`config.mk`:
```
export PLATFORM = sky130hd
export DESIGN_NAME = latch_q_sampler
export DESIGN_NICKNAME = d
export VERILOG_FILES = /design/src/rtl/latch_q_sampler.sv
export SDC_FILE = /design/constraint.sdc
export NUM_CORES = 1
export LEC_CHECK = 0
export ABC_CLOCK_PERIOD_IN_PS = 3400
export CAP_MARGIN = 20
export CORE_UTILIZATION = 30
export CTS_CLUSTER_DIAMETER = 200
export DETAILED_ROUTE_END_ITERATION = 10
export SYNTH_ARGS = -nofsm -noshare
export SYNTH_HDL_FRONTEND = slang
export SYNTH_SLANG_ARGS = --single-unit
```
`constraint.sdc`:
```
create_clock -name clk -period 3.4 [get_ports clk]
set_input_delay 0.51 -clock clk [delete_from_list [all_inputs] [get_ports clk]]
set_output_delay 0.51 -clock clk [all_outputs]
set_load 0.02 [all_outputs]
```
`src/rtl/latch_q_sampler.sv`:
```
// rtl/latch_q_sampler.sv - synchronize, debounce and edge-count the D latch Q output
module latch_q_sampler #(
  parameter int STABLE_CYCLES = 3,
  parameter int CNT_W         = 8
) (
  input  logic             clk,
  input  logic             rst_n,
  input  logic             Q_in,
  input  logic             clr_cnt,
  output logic             Q_sync,
  output logic             Q_filt,
  output logic             rise,
  output logic             fall,
  output logic [CNT_W-1:0] edge_cnt,
  output logic             cnt_sat
);

  typedef enum logic [1:0] {
    IDLE_LOW  = 2'd0,
    CHK_HIGH  = 2'd1,
    IDLE_HIGH = 2'd2,
    CHK_LOW   = 2'd3
  } state_t;

  localparam logic [3:0]       STAB_LAST = 4'(STABLE_CYCLES - 1);
  localparam logic [CNT_W-1:0] CNT_MAX   = '1;

  logic             sync1;
  state_t           state;
  state_t           state_nxt;
  logic [3:0]       stab;
  logic [3:0]       stab_nxt;
  logic             filt_nxt;
  logic             rise_nxt;
  logic             fall_nxt;
  logic [CNT_W-1:0] cnt_base;
  logic [CNT_W-1:0] cnt_nxt;

  // Only sync1 may go metastable; nothing else looks at Q_in.
  always_ff @(posedge clk) begin
    if (!rst_n) begin
      sync1  <= 1'b0;
      Q_sync <= 1'b0;
    end else begin
      sync1  <= Q_in;
      Q_sync <= sync1;
    end
  end

  always_ff @(posedge clk) begin
    if (!rst_n) begin
      state    <= IDLE_LOW;
      stab     <= 4'd0;
      Q_filt   <= 1'b0;
      rise     <= 1'b0;
      fall     <= 1'b0;
      edge_cnt <= '0;
      cnt_sat  <= 1'b0;
    end else begin
      state    <= state_nxt;
      stab     <= stab_nxt;
      Q_filt   <= filt_nxt;
      rise     <= rise_nxt;
      fall     <= fall_nxt;
      edge_cnt <= cnt_nxt;
      cnt_sat  <= (cnt_nxt == CNT_MAX);
    end
  end

  always_comb begin
    state_nxt = state;
    stab_nxt  = stab;
    filt_nxt  = Q_filt;
    rise_nxt  = 1'b0;
    fall_nxt  = 1'b0;
    case (state)
      IDLE_LOW: begin
        if (Q_sync) begin
          state_nxt = CHK_HIGH;
          stab_nxt  = 4'd1;
        end
      end
      CHK_HIGH: begin
        if (!Q_sync) begin
          state_nxt = IDLE_LOW;
          stab_nxt  = 4'd0;
        end else if (stab == STAB_LAST) begin
          state_nxt = IDLE_HIGH;
          stab_nxt  = 4'd0;
          filt_nxt  = 1'b1;
          rise_nxt  = 1'b1;
        end else begin
          stab_nxt = stab + 4'd1;
        end
      end
      IDLE_HIGH: begin
        if (!Q_sync) begin
          state_nxt = CHK_LOW;
          stab_nxt  = 4'd1;
        end
      end
      CHK_LOW: begin
        if (Q_sync) begin
          state_nxt = IDLE_HIGH;
          stab_nxt  = 4'd0;
        end else if (stab == STAB_LAST) begin
          state_nxt = IDLE_LOW;
          stab_nxt  = 4'd0;
          filt_nxt  = 1'b0;
          fall_nxt  = 1'b1;
        end else begin
          stab_nxt = stab + 4'd1;
        end
      end
      default: begin
        state_nxt = IDLE_LOW;
        stab_nxt  = 4'd0;
      end
    endcase
  end

  // Clear is applied before the event, so a collision leaves the count at 1.
  always_comb begin
    cnt_base = clr_cnt ? '0 : edge_cnt;
    cnt_nxt  = cnt_base;
    if ((rise_nxt || fall_nxt) && (cnt_base != CNT_MAX)) begin
      cnt_nxt = cnt_base + CNT_W'(1);
    end
  end

endmodule

```
==> impl_metrics.prom <==
# TYPE chip_impl_metric gauge
chip_impl_info{name="run_status",value="complete, no violations"} 1
chip_impl_metric{name="cts_made_buffers",unit=""} 3
chip_impl_info{name="cts.root.buffer_cell",value="clkbuf_4"} 1
chip_impl_metric{name="grt_max_degree",unit=""} 17
chip_impl_metric{name="dp.final_hpwl",unit="um"} 1538
chip_impl_metric{name="worstMarginPinSlew",unit="ps"} 516.4
chip_impl_info{name="cp_class",value="in -> reg"} 1
chip_impl_metric{name="worst_hold_path_cells",unit=""} 1
chip_impl_metric{name="insertion_delay",unit="ps"} 300
chip_impl_metric{name="ys_types",unit=""} 42
chip_impl_metric{name="synth-edff-count",unit=""} 0
chip_impl_info{name="whs_endpoint",value="Q_sync"} 1
chip_impl_metric{name="grt_pass1_wl",unit="um"} 3795
chip_impl_info{name="worstSetupEndpointType",value="flip-flop"} 1
chip_impl_metric{name="wl_per_cell",unit="um"} 11.67
chip_impl_metric{name="timing.clock.skew",unit="ps"} 3.240
chip_impl_metric{name="total_leakage_power",unit="nW"} 0.4688
chip_impl_metric{name="place_ws",unit="ps"} 502.7
chip_impl_info{name="hp-class",value="reg -> reg"} 1
chip_impl_metric{name="drv_cap",unit=""} 0
chip_impl_metric{name="drc_errors",unit=""} 0
chip_impl_info{name="yosys-top-cells-count",value="dfxtp_1 (20), nand2_1 (13), and2_1 (9)"} 1
chip_impl_metric{name="yosys_warnings",unit=""} 0
chip_impl_metric{name="die_width",unit="um"} 62.10
chip_impl_metric{name="grt_antenna_before_repair",unit=""} 0
chip_impl_metric{name="route.antenna.remaining_nets",unit=""} 0
chip_impl_info{name="synth-main-ff-cell",value="dfxtp_1"} 1
chip_impl_metric{name="final.setup.worst_slack",unit="ps"} 805.8
chip_impl_info{name="min-delay-start",value="sync1"} 1
chip_impl_metric{name="syn2layout_area_growth",unit="%"} 24.02
chip_impl_metric{name="post_cts_setup_buffers",unit=""} 0
chip_impl_info{name="synth.top_cells.by_area",value="dfxtp_1 (37%), and2_1 (5.2%), nand2_1 (4.5%)"} 1
chip_impl_metric{name="mean_cell_area_of_the_mapped_netlist",unit="um2"} 8.955
chip_impl_metric{name="cts_htree_levels",unit=""} 1
chip_impl_metric{name="report.final.slew_viol_count",unit=""} 0
chip_impl_metric{name="yosys_register_bits",unit=""} 20
chip_impl_metric{name="drt_first_iter_violations",unit=""} 37
chip_impl_metric{name="rrSetupSlack",unit="ps"} 1130
chip_impl_metric{name="timing.final.crit_share",unit=""} 0.7630
chip_impl_metric{name="critPathMaxFanout",unit=""} 10
chip_impl_metric{name="routabilityCongestion",unit=""} 0.8357
chip_impl_metric{name="fin_util",unit=""} 0.3965
chip_impl_metric{name="hold_ws",unit="ps"} 448.8
chip_impl_metric{name="chipHeight",unit="um"} 62.10
chip_impl_metric{name="routed_wl",unit="um"} 2148
chip_impl_metric{name="vias_per_cell",unit=""} 5.125
chip_impl_info{name="crit-reg2reg-launch",value="stab[0]"} 1
chip_impl_info{name="grt_setup_unrepaired",value="false"} 1
chip_impl_metric{name="syn_inst",unit=""} 121
chip_impl_metric{name="count_of_final_setup_violators",unit=""} 0
chip_impl_metric{name="worst_slew_margin",unit=""} 0.6547
chip_impl_metric{name="netlist_area",unit="um2"} 1084
chip_impl_metric{name="postSynth.asyncResetShare",unit=""} 0
chip_impl_metric{name="post_cts_resized",unit=""} 0
chip_impl_metric{name="crit_arrival",unit="ps"} 2850
chip_impl_metric{name="maximum_ir_drop_on_the_vdd_rail",unit="mV"} 0.2034
chip_impl_info{name="netlist.top_cell.by_area",value="dfxtp_1"} 1
chip_impl_metric{name="coreArea",unit="um2"} 3390
chip_impl_info{name="tritoncts",value="built"} 1
chip_impl_metric{name="setup-tns-final",unit="ps"} 0
chip_impl_metric{name="powerDensity",unit="nW/um2"} 335.7
chip_impl_metric{name="postSynthNetCount",unit=""} 128
chip_impl_metric{name="groute.usage.overall",unit=""} 0.1210
chip_impl_metric{name="holdBufCountCts",unit=""} 0
chip_impl_metric{name="io_buffers",unit=""} 16
chip_impl_metric{name="path_clk_slew",unit="ps"} 120
chip_impl_metric{name="drt_first_pass_iters",unit=""} 4
chip_impl_metric{name="vias",unit=""} 943
chip_impl_info{name="start_kind",value="input port"} 1
chip_impl_metric{name="synth_top_area_frac",unit=""} 0.3695
chip_impl_metric{name="finalWorstPathRequiredPeriod",unit="ps"} 2594
chip_impl_metric{name="worst-r2r-cell-count",unit=""} 8
chip_impl_metric{name="ys_seq_area_frac",unit=""} 0.3695
chip_impl_metric{name="gr-total-overflow",unit=""} 0
chip_impl_metric{name="die_footprint",unit="um2"} 3856
chip_impl_metric{name="first_global_vias",unit=""} 871
chip_impl_metric{name="insertedDiodeCount",unit=""} 0
chip_impl_metric{name="timing.critical_path.required",unit="ps"} 3660
chip_impl_metric{name="std_cell_rows",unit=""} 21
chip_impl_metric{name="timing_hold_violations_final",unit=""} 0
chip_impl_metric{name="layout-drive-gt1-share",unit=""} 0.07971
chip_impl_info{name="synthMostInstantiatedCell",value="dfxtp_1"} 1
chip_impl_info{name="critical_path.reg2reg.endpoint",value="cnt_sat"} 1
chip_impl_metric{name="clock_sinks",unit=""} 20
chip_impl_metric{name="cts-root-to-sink-buffers",unit=""} 2
chip_impl_metric{name="top_ports",unit=""} 17
chip_impl_metric{name="initial_standard_cell_utilization_of_the_core",unit=""} 0.3197
chip_impl_metric{name="nets",unit=""} 146
chip_impl_metric{name="maxClockFrequency",unit="MHz"} 385.5
[placed cells by master, fill, tap and decap left out, types with 2 or more instances in the layout]
| master | count |
|---|---|
| dfxtp_1 | 20 |
| clkdlybuf4s50_1 | 16 |
| nand2_1 | 13 |
| and2_1 | 9 |
| o21ai_0 | 7 |
| nand3_1 | 6 |
| xnor2_1 | 5 |
| xor2_1 | 5 |
| nor2_1 | 4 |
| nor2b_1 | 3 |
| inv_1 | 3 |
| nand4_1 | 3 |
| nor3b_1 | 3 |
| nand2b_1 | 3 |
| ha_1 | 3 |
| clkbuf_4 | 3 |
| and4b_1 | 2 |
| a21boi_0 | 2 |
| nor4_1 | 2 |
| a21oi_1 | 2 |
[metrics by stage]
stage | std cells | instance area [um2] | total power, mW
floorplan | 121 | 1084 | 0.2523
global placement | 180 | 1291 | 0.2602
detailed placement | 180 | 1291 | 0.2606
CTS | 184 | 1344 | 0.4578
global route | 184 | 1344 | 0.4720
finish | 184 | 1344 | 0.4510
[power by group]
group | leakage (nW) | switching (mW) | internal, mW
clock network | 0.0279 | 0.0767 | 0.119
logic | 0.279 | 0.00852 | 0.00779
registers | 0.162 | 0.00256 | 0.236
total | 0.469 | 0.0877 | 0.363
[worst max-delay path: stages]
cell and delay (ps):
clkdlybuf4s50_1 550, nor2b_1 250, ha_1 250, nand4b_1 230, o211a_1 360, a311o_1 330, a31oi_1 170, o2111a_1 200
[how the worst max path moves through the flow]
stage,start,endpoint,cells past startpoint
after floorplan,edge_cnt[0],cnt_sat,7
after global placement,clr_cnt,cnt_sat,8
after detailed placement,clr_cnt,cnt_sat,8
after CTS,clr_cnt,cnt_sat,8
after global routing,clr_cnt,cnt_sat,8
final,clr_cnt,cnt_sat,8
[flip-flops by register name, indices dropped and copies added, names as in the netlist, named ones only]
signal	flops
edge_cnt	8
cnt_sat	1
Q_filt	1
rise	1
Q_sync	1
stab	4
fall	1
state	1
sync1	1
[cell type report]
cell class	count	area (um2)
Fill cell	335	2046
Multi-Input combinational cell	94	654.4
Sequential cell	20	400.4
Timing Repair Buffer	17	167.7
Tap cell	46	57.56
Clock inverter	1	30.03
Clock buffer	3	22.52
Inverter	3	11.26
[per-layer routing]
layer,wire length [um],GRT usage
met4,49,0.06105
met5,0,0
met3,87,0.02022
met1,1020,0.1529
met2,991,0.1978
[kinds of logic after synthesis]
family          after synthesis  share of synthesized area
compound gates               22                     0.1536
simple gates                 58                     0.3199
xor+xnor                     11                    0.09584
fa+ha+maj                     3                    0.03465
flops                        20                     0.3695
buf+inv                       7                    0.02656
Power figures use the tool's default switching activity.
